==> src/rtl/fixed_point_iterative_accumulator.sv <==
// rtl/fixed_point_iterative_accumulator.sv - sums m fixed-point products into one saturated n-bit result
// Guard bits absorb intermediate excursions; only the final total is clamped on the way out.
module fixed_point_iterative_accumulator #(
  parameter int n    = 32,
  parameter int sign = 0,
  parameter int m    = 8
) (
  input  logic         clk,
  input  logic         reset,
  output logic         recv_rdy,
  input  logic         recv_val,
  input  logic [n-1:0] prod,
  input  logic         send_rdy,
  output logic         send_val,
  output logic [n-1:0] sum,
  output logic         ovf
);

  localparam int G  = (m > 1) ? $clog2(m) : 1;
  localparam int CW = G;
  localparam int AW = n + G;
  localparam logic [CW-1:0] LAST = CW'(m - 1);

  typedef enum logic {S_ACC, S_DONE} state_t;

  state_t          r_state;
  logic [AW-1:0]   r_acc;
  logic [CW-1:0]   r_cnt;
  logic [AW-1:0]   w_prod_ext;
  logic            w_xfer;

  always_comb begin
    w_prod_ext = {{G{1'b0}}, prod};
    if ((sign != 0) && prod[n-1]) w_prod_ext = {{G{1'b1}}, prod};
  end

  // Handshake outputs come straight from the state register, masked while reset is held.
  assign recv_rdy = ~reset & (r_state == S_ACC);
  assign send_val = ~reset & (r_state == S_DONE);
  assign w_xfer   = recv_val & recv_rdy;

  always_ff @(posedge clk) begin
    if (reset) begin
      r_state <= S_ACC;
      r_acc   <= '0;
      r_cnt   <= '0;
    end else begin
      case (r_state)
        S_ACC: begin
          if (w_xfer) begin
            r_acc <= r_acc + w_prod_ext;
            if (r_cnt == LAST) begin
              r_cnt   <= '0;
              r_state <= S_DONE;
            end else begin
              r_cnt <= r_cnt + CW'(1);
            end
          end
        end
        S_DONE: begin
          if (send_rdy) begin
            r_acc   <= '0;
            r_state <= S_ACC;
          end
        end
        default: r_state <= S_ACC;
      endcase
    end
  end

  // Signed: the top G+1 bits must all match the sign bit for the total to fit in n bits.
  always_comb begin
    sum = r_acc[n-1:0];
    ovf = 1'b0;
    if (sign != 0) begin
      if (!r_acc[AW-1] && (|r_acc[AW-1:n-1])) begin
        sum = {1'b0, {(n-1){1'b1}}};
        ovf = 1'b1;
      end else if (r_acc[AW-1] && !(&r_acc[AW-1:n-1])) begin
        sum = {1'b1, {(n-1){1'b0}}};
        ovf = 1'b1;
      end
    end else if (|r_acc[AW-1:n]) begin
      sum = '1;
      ovf = 1'b1;
    end
    if (reset) ovf = 1'b0;
  end

endmodule
==> config.mk <==
export PLATFORM = sky130hd
export DESIGN_NAME = fixed_point_iterative_accumulator
export DESIGN_NICKNAME = d
export VERILOG_FILES = /design/src/rtl/fixed_point_iterative_accumulator.sv
export SDC_FILE = /design/constraint.sdc
export NUM_CORES = 1
export LEC_CHECK = 0
export CAP_MARGIN = 5
export CORE_ASPECT_RATIO = 1.75
export CORE_MARGIN = 3
export CORE_UTILIZATION = 45
export DETAILED_ROUTE_END_ITERATION = 12
export PLACE_DENSITY = 0.72
export SLEW_MARGIN = 20
export SYNTH_ARGS = -nofsm -noshare
export SYNTH_HDL_FRONTEND = slang
export SYNTH_SLANG_ARGS = --single-unit
==> constraint.sdc <==
create_clock -name clk -period 3.8 [get_ports clk]
set_input_delay 0.57 -clock clk [delete_from_list [all_inputs] [get_ports clk]]
set_output_delay 0.57 -clock clk [all_outputs]
set_load 0.005 [all_outputs]
==> key figures, run 1 <==
Power
  • PwrDens: 476.0 mW/mm²
  • Comb pwr share: 0.523
  • Int Power: 0.001268 W
  • Switching power: between 0.0007 and 0.0008 W
  • Sequential power share: 0.261
  • Clk pwr share: 0.216
  • Sw frac: 0.3768
  • P_leak: ~1.9 nW
  • Peak VDD IR: 288.6 µV

Critical path
  • R2R Path End: r_acc[30]
  • CP top delay family: compound AO/OA/AOI/OAI gates
  • Slowest-stage cell, CP: fa_1
  • Worst setup path start: prod[0]
  • CP max stage delay: 0.42 ns
  • Crit path buf inv count: 1
  • Worst reg2reg startpoint: r_acc[0]
  • Setup CP Type: primary input to flip-flop
  • Register-to-register setup slack: 0.94 ns
  • Worst Setup End Kind: flip-flop
  • Crit path required time: between 3 and 4 ns
  • Worst reg-to-reg path cell count: 10
  • Worst path arrival time: 3.43 ns
  • Worst path cell trace: clkdlybuf4s50_1 -> ha_1 -> fa_1 -> a21oi_1 -> or3b_1 -> a311oi_1 -> o21a_1 -> o311ai_4 -> a21boi_2 -> or3_1 -> a32o_1
  • Crit Path Max Fanout: 3
  • Startpoint Class: primary input

Final layout
  • Most frequent cells in the layout: clkdlybuf4s50_1 (70), nand2_1 (52), dfxtp_1 (39)
  • Inserted Diodes: 0
  • Synth-to-layout area growth: 28.37%
  • Most common cell after layout, fill and taps aside: clkdlybuf4s50_1
  • Nets: 562
  • Filler Cells Inserted: 669
  • Proportion of layout cells with a drive suffix above 1: 0.05285

Floorplan
  • Full die area: 0.008507 mm²
  • Rows: 40
  • Die height: 119.8 µm
  • IO Count: 71
  • Die W: 71.02 µm
  • Starting Density: 0.4752
  • Core Area: 0.007007 mm²

Min path
  • WHS Endpoint: r_cnt[1]
  • Worst hold path depth: 2
  • Min-Delay Path Class: flip-flop to flip-flop
  • Start point of the worst hold path: r_cnt[1]

Drt
  • Vias per cell: 5.783
  • Initial DRC count: 167
  • DRT Wirelength: 9086 µm
  • Routed vias: roughly 3.3k
  • Drt wl/cell: 15.77 µm
  • Post-route ant nets: 0
  • Drt pass-1 iters: 4
  • DR DRC count: 0

Yosys
  • Synthesized instance count: 423
  • Synthesized Nets: ~490
  • Post-synthesis sequential area ratio: 0.2345
  • Syn Area/Cell: 7.871 µm²
  • Yosys reg bits: 39
  • Synth warn: 0
  • Yosys cell types: 56
  • Leading area contributor after synthesis: dfxtp_1
  • Async SR Flop Fraction: 0
  • Synthesized area: between 0.003 and 0.004 mm²
  • Post-synth EDFFs: 0
  • Area contributors post-synth: dfxtp_1 (23%), ha_1 (13%), nand2b_1 (6.4%), nand2_1 (5.9%), o21ai_0 (5.1%)
  • Synth Flop Type: dfxtp_1
  • Top cell type's share of synthesized area: 0.2345

Timing
  • RSZ-0062 raised after global routing: no
  • Setup TNS: 0 ns
  • Slew HR: 0.5586
  • Hold Fails Final Rpt: 0
  • Tcrit/Tclk final: 0.8513
  • Final Hold Slack: 0.4641 ns
  • Max-slew violations: 0
  • Clock skew: 0.005366 ns
  • # setup viols final: 0
  • Min Clock Period, post-route: around 3.2 ns
  • FMAX: about 0.3 GHz
  • Tightest Pin Transition: 0.6601 ns

CTS
  • Clk_lat worst skew: 0.30 ns
  • Root Driver: clkbuf_16
  • Worst-path clk slew: 0.06 ns
  • Post-CTS setup buffer count: 0
  • CTS tree: done
  • Clock Sinks: 39
  • Worst-case clock buffer depth: 2
  • H-tree depth: 2
  • Hold_buf cts: 0
  • CTS Buf Count: 5
  • PostCTS Resize Cnt: 0

Place
  • DP HPWL: around 7000 µm
  • PortBufs: 70
  • GP Congestion: 0.9184

GRT
  • Initial antenna violation count: 0
  • GR Overflow Total: 0
  • Largest net degree at the start of global routing: 27
  • Number of global-route vias before repair: 3366
  • Gr usage total: 0.2265
  • Global-route wire length before repair: 15590 µm

Flow run
  • Max Cap Viol: 0

Outcome
  • Outcome: finished, final reports clean
## through the flow
| stage | cell area, µm² | instances | worst slack [ns] | total power, W | utilization |
|---|---|---|---|---|---|
| 4_1_cts | 4274 | 576 | 0.5629 | 0.002048 | 0.6100 |
| 3_3_place_gp | 4125 | 568 | 0.3276 | 0.001584 | 0.5888 |
| 6_report | 4274 | 576 | 0.5651 | 0.002034 | 0.6100 |
| 5_1_grt | 4274 | 576 | 0.4358 | 0.002191 | 0.6100 |
| 2_1_floorplan | 3329 | 423 | 0.9286 | 0.001214 | - |
| 3_5_place_dp | 4125 | 568 | 0.2572 | 0.001599 | 0.5888 |
## sequential cells by signal, indices dropped and copies added, names as in the netlist
register  count
r_cnt         3
r_state       1
r_acc        35
## routing by layer
metal,vias to the layer above,GRT usage,part of all wire
met5,-,0,0
met4,0,0.09765,0.029
met3,18,0.03521,0.033
met2,83,0.4221,0.54
met1,1545,0.2451,0.40
li1,1685,-,-
## cell type report
class / count / area (µm²) / share of cell area
Inverter: 4 / 15.01 / 0.003513
Clock buffer: 5 / 125.1 / 0.02927
Sequential cell: 39 / 780.7 / 0.1827
Tap cell: 84 / 105.1 / 0.02459
Timing Repair Buffer: 77 / 753.2 / 0.1762
Multi-Input combinational cell: 364 / 2471 / 0.5782
Clock inverter: 3 / 23.77 / 0.005562
## worst max-delay path by stage
stage,to,slack (ns),cells after the start
final,r_acc[30],0.57,11
after global routing,r_acc[30],0.44,11
after CTS,r_acc[30],0.56,11
after detailed placement,r_acc[30],0.26,11
after global placement,r_acc[30],0.33,11
after floorplan,r_acc[30],0.93,10
## synthesized netlist by cell type, types with 3 or more instances
library cell  count
a211oi_1          6
a21boi_0          3
a21o_1           15
a21oi_1          31
a22o_1            4
a22oi_1           8
a31oi_1           4
and2_1            5
and3_1            7
clkbuf_1         14
dfxtp_1          39
ha_1             34
inv_1             4
mux2i_1           3
nand2_1          52
nand2b_1         34
nand3_1           9
nor2_1           26
nor2b_1           4
nor3_1            5
nor3b_1           4
o211ai_1          5
o21ai_0          34
o21bai_1          3
o31ai_1           4
xnor2_1          16
xor2_1           10
## power groups by stage
stage               sequential (W)  combinational, W  clock (W)
finish                    0.000530           0.00106   0.000439
detailed placement        0.000539           0.00106          0
floorplan                 0.000523          0.000691          0
global route              0.000540           0.00118   0.000469
CTS                       0.000530           0.00107   0.000450
global placement          0.000536           0.00105          0
## kinds of logic (layout without fill, tap and decap cells)
family,count (synthesis),count (layout),synth area share
buf+inv,20,89,0.02480
mux,3,3,0.009020
fa+ha+maj,35,35,0.1338
flops,39,39,0.2345
simple gates,160,160,0.2435
compound gates,140,140,0.2860
xor+xnor,26,26,0.06839
## worst reg2reg max path, cell delays in order, from the launching register on
cell and delay [ns]:
dfxtp_1 0.32, ha_1 0.24, fa_1 0.42, a21oi_1 0.22
or3b_1 0.15, a311oi_1 0.14, o21a_1 0.25, o311ai_4 0.35
a21boi_2 0.10, or3_1 0.32, a32o_1 0.24
No activity file was read; power rests on OpenSTA's default activity.
==> run 2, diff against run 1 <==
--- a/config.mk
+++ b/config.mk
@@ -5,6 +5,7 @@
 export SDC_FILE = /design/constraint.sdc
 export NUM_CORES = 1
 export LEC_CHECK = 0
+export ABC_CLOCK_PERIOD_IN_PS = 3800
 export CAP_MARGIN = 5
 export CORE_ASPECT_RATIO = 1.75
 export CORE_MARGIN = 3
==> results of run 2 <==
Same layout as run 1: the final DEF is identical, and so are final timing and power.
